`src/rtl/la_iohdx_pkg.sv`:
```
// Shared types for the la_iohdx half-duplex pad transceiver.
// State encoding and counter sizing helper.
package la_iohdx_pkg;

  typedef enum logic [1:0] {
    ST_IDLE,
    ST_TX,
    ST_TURN,
    ST_RX
  } state_t;

  function automatic int cntw(int dw, int turn, int sync);
    return $clog2(dw + turn + sync + 1);
  endfunction

endpackage

```
`src/rtl/la_dsync.sv`:
```
// SYNC-stage flop synchronizer, cleared by synchronous reset.
// Output is the oldest stage.
module la_dsync #(
  parameter int SYNC = 2
) (
  input  logic clk,
  input  logic nreset,
  input  logic in,
  output logic out
);

  logic [SYNC-1:0] sr;

  always_ff @(posedge clk) begin
    if (!nreset) begin
      sr <= '0;
    end else begin
      sr[0] <= in;
      for (int i = 1; i < SYNC; i++)
        sr[i] <= sr[i-1];
    end
  end

  assign out = sr[SYNC-1];

endmodule

```
`src/rtl/la_iohdx.sv`:
```
// Half-duplex single-wire transceiver driving a bidirectional pad.
// Serializes a command, optionally turns the pad and reads a response.
module la_iohdx
  import la_iohdx_pkg::*;
#(
  parameter int DW   = 8,
  parameter int TURN = 2,
  parameter int SYNC = 2
) (
  input  logic          clk,
  input  logic          nreset,
  input  logic          tx_valid,
  input  logic [DW-1:0] tx_data,
  input  logic          tx_rd,
  output logic          tx_ready,
  output logic          rx_valid,
  output logic [DW-1:0] rx_data,
  output logic          busy,
  output logic          a,
  output logic          oe,
  output logic          ie,
  input  logic          z
);

  localparam int CW = cntw(DW, TURN, SYNC);

  state_t          state, nxt;
  logic [CW-1:0]   cnt, cnt_nxt;
  logic [DW-1:0]   txsh, rxsh, rxnext;
  logic            rd;
  logic            zs;
  logic            hs;
  logic            cnt_one;
  logic            rx_win;

  la_dsync #(.SYNC(SYNC)) u_sync (
    .clk   (clk),
    .nreset(nreset),
    .in    (z),
    .out   (zs)
  );

  assign tx_ready = nreset && (state == ST_IDLE);
  assign busy     = (state != ST_IDLE);
  assign hs       = tx_valid && tx_ready;
  assign cnt_one  = (cnt == CW'(1));
  assign rx_win   = (state == ST_RX) && (cnt <= CW'(DW));
  assign a        = oe & txsh[DW-1];

  always_comb begin
    rxnext    = rxsh << 1;
    rxnext[0] = zs;
  end

  always_comb begin
    nxt     = state;
    cnt_nxt = cnt - CW'(1);
    unique case (state)
      ST_IDLE: begin
        cnt_nxt = cnt;
        if (hs) begin
          nxt     = ST_TX;
          cnt_nxt = CW'(DW);
        end
      end
      ST_TX: begin
        if (cnt_one) begin
          nxt     = rd ? ST_TURN : ST_IDLE;
          cnt_nxt = CW'(TURN);
        end
      end
      ST_TURN: begin
        if (cnt_one) begin
          nxt     = ST_RX;
          cnt_nxt = CW'(SYNC + DW);
        end
      end
      ST_RX: begin
        if (cnt_one)
          nxt = ST_IDLE;
      end
    endcase
  end

  // oe/ie are registered from next state so the pad turns on a clean edge
  always_ff @(posedge clk) begin
    if (!nreset) begin
      state    <= ST_IDLE;
      cnt      <= '0;
      txsh     <= '0;
      rxsh     <= '0;
      rd       <= 1'b0;
      rx_valid <= 1'b0;
      rx_data  <= '0;
      oe       <= 1'b0;
      ie       <= 1'b0;
    end else begin
      state    <= nxt;
      cnt      <= cnt_nxt;
      oe       <= (nxt == ST_TX);
      ie       <= (nxt == ST_TURN) || (nxt == ST_RX);
      rx_valid <= (state == ST_RX) && cnt_one;
      if (hs) begin
        txsh <= tx_data;
        rd   <= tx_rd;
      end else if (state == ST_TX) begin
        txsh <= txsh << 1;
      end
      if (rx_win)
        rxsh <= rxnext;
      if ((state == ST_RX) && cnt_one)
        rx_data <= rxnext;
    end
  end

endmodule

```
`config.mk`:
```
export PLATFORM = sky130hd
export DESIGN_NAME = la_iohdx
export DESIGN_NICKNAME = d
export VERILOG_FILES = /design/src/rtl/la_iohdx_pkg.sv /design/src/rtl/la_dsync.sv /design/src/rtl/la_iohdx.sv
export SDC_FILE = /design/constraint.sdc
export NUM_CORES = 1
export LEC_CHECK = 0
export CAP_MARGIN = 20
export CORE_ASPECT_RATIO = 0.75
export CORE_UTILIZATION = 58
export CTS_BUF_LIST = sky130_fd_sc_hd__clkbuf_8
export DETAILED_ROUTE_END_ITERATION = 8
export GPL_ROUTABILITY_DRIVEN = 0
export PLACE_DENSITY = 0.91
export SYNTH_ARGS = -nofsm -noshare
export SYNTH_HDL_FRONTEND = slang
export SYNTH_SLANG_ARGS = --single-unit
export TNS_END_PERCENT = 10
```
`constraint.sdc`:
```
create_clock -name clk -period 3.3 [get_ports clk]
set_input_delay 0.99 -clock clk [delete_from_list [all_inputs] [get_ports clk]]
set_output_delay 0.99 -clock clk [all_outputs]
set_load 0.02 [all_outputs]
```
# ---- After elaboration in Yosys (flattened, before gate mapping)
# Cells that the tools add are included.
dict set report word_totals {
  ff_bits 35
  in_bits 13
  out_inout_bits 14
  wordCells 41
}
dict set report op_classes {
  add_sub_neg 1
  n_lt_le_gt_ge 1
  eq_ne 8
  mux 12
  bitwise 1
  n_reduce_logical 8
}
# cell count
set ops {}
lappend ops {{$mux W8} 2}
lappend ops {{$mux W4} 3}
lappend ops {{$pmux W4 S3} 1}
lappend ops {{$mux W2} 5}
lappend ops {{$eq A2 B2 Y1 const B} 4}
lappend ops {{$pmux W2 S4} 1}
lappend ops {{$eq A2 B1 Y1 const B} 2}
lappend ops {{$eq A4 B1 Y1 const B} 1}
lappend ops {{$le A4 B4 Y1 const B} 1}
lappend ops {{$logic_and A1 B1 Y1} 4}
lappend ops {{$reduce_bool A2 Y1} 2}
lappend ops {{$sub A4 B1 Y4 const B} 1}
lappend ops {{$logic_not A2 Y1} 1}
lappend ops {{$ne A2 B2 Y1 const B} 1}
lappend ops {{$and A1 B1 Y1} 1}
lappend ops {{$logic_or A1 B1 Y1} 1}

# ---- Longest topological paths before layout
# Gate-level depths: netlist of the first run.
dict set report logic_depth {
  word_depth 7
  depth_mapped 7
  depth_no_buf 6
}

# ---- Cells and area by module
# Synthesis of the first run repeated with hierarchy kept, for this count alone.
dict set report hier_totals {
  cells_unflattened 148
  hier_area_um2 1487.7
}
# module n_inst cells_each area_per_inst_um2 seq_area_each_um2
set by_module_without_submodules {}
lappend by_module_without_submodules {la_iohdx 1 144 1435.1 640.6}
lappend by_module_without_submodules {la_dsync 1 4 52.6 40.0}

# ---- Worst setup path before layout of the first run
# OpenSTA, ideal clock, no wires.
dict set report synth_path {
  path_type {input to output}
  from {input port nreset}
  to {output port tx_ready}
  arrival_ns 1.485
  required_time_ns 2.310
  path_slack_ns 0.825
  path_stages 2
  n_path_buf 1
  cell_sequence {clkbuf_1 > and2_1}
}
dict set report synth_between {
  elab_chain_len 1
}
# item line_no
set synth_rtl {}
lappend synth_rtl {{start, declared} la_iohdx.sv:11} ;# input logic nreset,
lappend synth_rtl {{$logic_and A1 B1 Y1} la_iohdx.sv:43} ;# assign tx_ready = nreset && (state == ST_IDLE);
lappend synth_rtl {{end, declared} la_iohdx.sv:15} ;# output logic tx_ready,
# Every way passes these cells.

# ---- Worst setup path in the final report of the first run
# Ends and elaborated chain as after synthesis.

==> results.yml, run 1 <==
floorplanning:
  io_pins: 27
  fp-row-count: 15
  start_util_pct: 63.8
  core_area_sq_um: 2380
  die_x_um: 61.1
  die_h_um: 46.4
  die_area_sq_um: 2830
setup_path:
  slowest_stage: "clkdlybuf4s50_1"
  crit_chain: "clkdlybuf4s50_1, and2_1, clkdlybuf4s50_1"
  max_stage_delay_ns: 0.61
  cp_max_fo: 2
  arrival_ns: 2.23
  crit_type: "in -> out"
  worst_setup_path_start_kind: "input pin"
  end_kind: "output pin"
  cp.required_ns: 2.31
  cp_common_cell: "clkdlybuf4s50_1"
cts:
  clkSinkCount: 34
  h-tree-depth: 2
  cts_resized: 0
  post_cts_buffers: 0
  clockRootBuffer: "clkbuf_8"
  clk_pin_slew_ns: 0.07
  ctsHoldBuffers: 0
  clk_latency_ns: 0.28
  tritoncts: "yes"
  numCtsBuffers: 5
  clockBufferDepth: 2
final_layout:
  syn2layout_area_growth_pct: 23.8
  fillCellCount: 169
  fin_nets: 201
  drive_gt1_share_pct: 6.42
  num_antenna_cells: 0
  regArea_sq_um: 681
  multiInputGateArea_sq_um: 763
yosys:
  syn_area_sq_um: 1520
  yosysWarnings: 0
  synth.distinct_cells: 34
  async_flop_share_pct: 0
  synth_area_leaders: "dfxtp_1 (45%), mux2i_1 (9.2%), nand2_1 (4.9%)"
  ys_seq_area_share_pct: 44.7
  synth.ff_latch_count: 34
  synth_enable_flop_cells: 0
  yosysMostFrequentCell: "dfxtp_1"
  syn_area_per_cell_sq_um: 9.33
  synth_top_area_cell: "dfxtp_1"
  synthTopCellsByCount: "dfxtp_1 (34), nand2_1 (20), mux2i_1 (14), nor2b_1 (11), o21ai_0 (11)"
  synth_cells: 163
  mappedNetlistNets: 178
  synth_flop_cell: "dfxtp_1"
  yosysTopAreaCellShare_pct: 44.7
timing:
  setup_tns_ns: 0
  finalHoldViolCount: 0
  min_period_ns: 3.22
  slew_headroom_pct: 65.5
  hold_ws_ns: 0.452
  slew_viol_final: 0
  tightest_slew_ns: 0.516
  period_share_pct: 97.5
  fin_worst_skew_ns: 0.00481
  setup_viol: 0
  rsz0062_at_grt: "false"
  fmax_ghz: 0.311
drt:
  drc: 0
  drt-pass1-iter-count: 4
  vias: 1257
  wl_per_cell_um: 15.1
  routed_wl_mm: 3.34
  via_per_inst: 5.69
  antenna_left: 0
  drt_iter0_markers: 62
flow_run:
  cap_violations: 0
placed_design:
  port-buffer-count: 26
  hpwl_mm: 2.29
grt:
  grt_max_degree: 38
  grt-ovfl-total: 0
  antenna_found_initial: 0
  grt_pass1_vias: 1196
  grt_pass1_wl_mm: 5.25
  grtUsageTotal_pct: 26.9
power_and_ir_drop:
  power_density_nw_per_um2: 494
  p_leak_nw: 0.802
  vdd_drop_max_v: 0.000364
worst_hold_path:
  hold_class: "reg -> reg"
outcome:
  run_status: "finished, final reports clean"
cell type report:
cell class                 instances  share of cell area [%]
multi-input combinational        112                    40.5
sequential                        34                    36.1
timing repair buffer              27                    14.2
clock buffer                       5                    3.65
tap                               34                    2.26
clock inverter                     3                    1.99
inverter                           6                    1.20
state kept, by name, indices dropped and copies added, names as in the netlist:
signal and cells:
rx_data 8, txsh 8, rxsh 7, cnt 4, u_sync.sr 2, ie 1
oe 1, rd 1, rx_valid 1, state 1
layout by cell type, fill, tap and decap left out, types with 2 or more instances in the layout:
master and n:
and2_1 5, nand2b_1 2, o211a_1 7, inv_1 8, dfxtp_1 34, clkbuf_8 5, a21oi_1 2, nor3_1 2
o21ai_0 11, nand2_1 20, a21boi_1 9, a311oi_1 2, nor2b_1 11, clkdlybuf4s50_1 26, nor2_1 5, mux2i_1 14
ha_1 2, nand3_1 5
final timing paths:
kind                              startpoint            to  slack (ns)  cells after the start
worst min register to register  u_sync.sr[0]  u_sync.sr[1]        0.45                      1
worst min-delay path            u_sync.sr[0]  u_sync.sr[1]        0.45                      1
worst max register to register            ie       rxsh[5]        1.30                      4
worst max-delay path                  nreset      tx_ready        0.08                      3
logic make-up after synthesis:
| kind of cell | count (synthesis) | synth area share, % |
|---|---|---|
| buffers and inverters | 17 | 5.10 |
| and+or+nand+nor | 57 | 20.5 |
| AOI/OAI and AO/OA | 38 | 18.1 |
| adders and majority gates | 3 | 2.38 |
| muxes | 14 | 9.21 |
| DFF | 34 | 44.7 |
per-stage QoR:
stage	setup WS, ns	std cells	power (W)	cell area, sq um	util [%]
finish	0.0824	221	0.000930	1880	79.0
global route	0.0508	221	0.000965	1880	79.0
CTS	0.0821	221	0.000929	1880	79.0
detailed placement	0.0907	213	0.000570	1780	74.5
global placement	0.114	213	0.000562	1780	74.5
floorplan	0.825	163	0.000533	1520	-
per-layer routing:
metal  track usage, %  wire, um  share of wire [%]
met4             9.09        22               0.66
met2             43.9      1670                 50
met3             9.83       177                5.3
met1             32.9      1470                 44
met5                0         0                  0
worst max-delay path: cells and delay by family:
kind / cells / cell delay [ns]
buffers and inverters: 2 / 1.09
and+or+nand+nor: 1 / 0.15
power breakdown:
group / total, W / internal (W) / switching, W
logic: 0.000118 / 0.0000579 / 0.0000605
registers: 0.000446 / 0.000428 / 0.0000179
clock network: 0.000366 / 0.000220 / 0.000146
total: 0.000930 / 0.000706 / 0.000224
No activity file was read; power rests on OpenSTA's default activity.
==> inputs of run 2 (changes only) <==
Settings changed: CORE_MARGIN set to 4.
==> results.yml, run 2 (synthesis results as in run 1) <==
drt:
  routed_wl_mm: 3.27
  antenna_left: 0
  drt-pass1-iter-count: 6
  drc: 0
  via_per_inst: 5.56
  drt_iter0_markers: 98
  wl_per_cell_um: 14.8
  vias: 1229
setup_path:
  crit_type: "in -> out"
  cp_max_fo: 2
  arrival_ns: 2.25
  end_kind: "output pin"
  cp.required_ns: 2.31
  worst_setup_path_start_kind: "input pin"
timing:
  slew_headroom_pct: 64.1
  rsz0062_at_grt: "false"
  setup_viol: 0
  min_period_ns: 3.24
  fmax_ghz: 0.309
  tightest_slew_ns: 0.538
  finalHoldViolCount: 0
  setup_tns_ns: 0
  fin_worst_skew_ns: 0.00468
  period_share_pct: 98.2
  setup_ws_ns: 0.0602
  slew_viol_final: 0
power_and_ir_drop:
  swShare_pct: 26.1
  combPwrFrac_pct: 13.5
  clock_power_share_pct: 36.1
  vdd_drop_max_v: 0.000400
  power.share.sequential_pct: 50.4
  p_leak_nw: 0.789
  p_int_w: 0.000653
  power_density_nw_per_um2: 472
  p_switching_w: 0.000231
cts:
  clk_pin_slew_ns: 0.06
  cts_resized: 0
  post_cts_buffers: 0
  clk_latency_ns: 0.29
  numCtsBuffers: 5
  clockBufferDepth: 2
  tritoncts: "yes"
  clkSinkCount: 34
  ctsHoldBuffers: 0
  h-tree-depth: 2
  clockRootBuffer: "clkbuf_8"
grt:
  grt_pass1_vias: 1134
  grt-ovfl-total: 0
  grt_pass1_wl_mm: 5.36
  grt_max_degree: 38
  antenna_found_initial: 0
  grtUsageTotal_pct: 20.9
floorplanning:
  die_x_um: 67.1
  die_h_um: 52.4
  core_area_sq_um: 2400
  die_area_sq_um: 3520
  fp-row-count: 15
  io_pins: 27
  start_util_pct: 63.3
final_layout:
  fillCellCount: 172
  utilization_pct: 77.9
  largest_registers: "rx_data x8, txsh x8, rxsh x7"
  syn2layout_area_growth_pct: 23.0
  final_common_cell: "dfxtp_1"
  fin_nets: 201
  drive_gt1_share_pct: 7.49
  most-common-layout-cells: "dfxtp_1 (34), clkdlybuf4s50_1 (26), nand2_1 (20)"
  num_antenna_cells: 0
worst_hold_path:
  hold_class: "reg -> reg"
flow_run:
  cap_violations: 0
placed_design:
  port-buffer-count: 26
  hpwl_mm: 2.30
  pre_cts_ws_ns: 0.0993
outcome:
  run_status: "finished, final reports clean"
[run 2: cell types whose count changed in the layout (fill, tap and decap cells not counted), sizes merged]
cell	change
inv	-2
clkinvlp	+1
clkinv	+1
bufinv	-1
clkbuf	+1
[run 2: metal layers]
| layer | track usage (%) | vias to the layer above | part of all wire [%] |
|---|---|---|---|
| met5 | 0 | - | 0 |
| met4 | 9.09 | 0 | 1.7 |
| met3 | 6.22 | 8 | 4.3 |
| met2 | 33.4 | 27 | 50 |
| met1 | 25.9 | 589 | 44 |
| li1 | - | 605 | - |
[run 2: critical path, cell delays in order]
cell and delay [ns]:
clkdlybuf4s50_1 0.48, and2_1 0.16, clkdlybuf4s50_1 0.62
[run 2: layout make-up]
type                            count  area, sq um  area share (%)
Clock buffer                        6         82.6            4.41
Tap cell                           34         42.5            2.27
Inverter                            6         22.5            1.20
Clock inverter                      2         12.5           0.668
Multi-Input combinational cell    112          763            40.8
Timing Repair Buffer               27          268            14.3
Sequential cell                    34          681            36.4
[run 2: path summary, 6_finish.rpt]
check	start	end	slack, ns	cells past startpoint
worst max-delay path	nreset	tx_ready	0.06	3
worst min-delay path	u_sync.sr[0]	u_sync.sr[1]	0.44	1
worst max register to register	ie	rxsh[4]	1.30	4
worst min register to register	u_sync.sr[0]	u_sync.sr[1]	0.44	1
[run 2: power groups by stage]
| stage | Clock (W) | Sequential, W | Combinational [W] |
|---|---|---|---|
| global placement | 0 | 0.000453 | 0.000110 |
| finish | 0.000319 | 0.000446 | 0.000119 |
| global route | 0.000342 | 0.000449 | 0.000131 |
| CTS | 0.000324 | 0.000445 | 0.000119 |
| detailed placement | 0 | 0.000454 | 0.000116 |
| floorplan | 0 | 0.000449 | 0.0000845 |
[run 2: metrics by stage]
step	std cells	hold slack, ns	total power (W)	area [sq um]
final	221	0.438	0.000884	1870
after global routing	221	0.473	0.000921	1870
after CTS	221	0.442	0.000888	1870
after detailed placement	213	0.426	0.000571	1780
after global placement	213	0.428	0.000563	1780
after floorplan	163	0.412	0.000533	1520
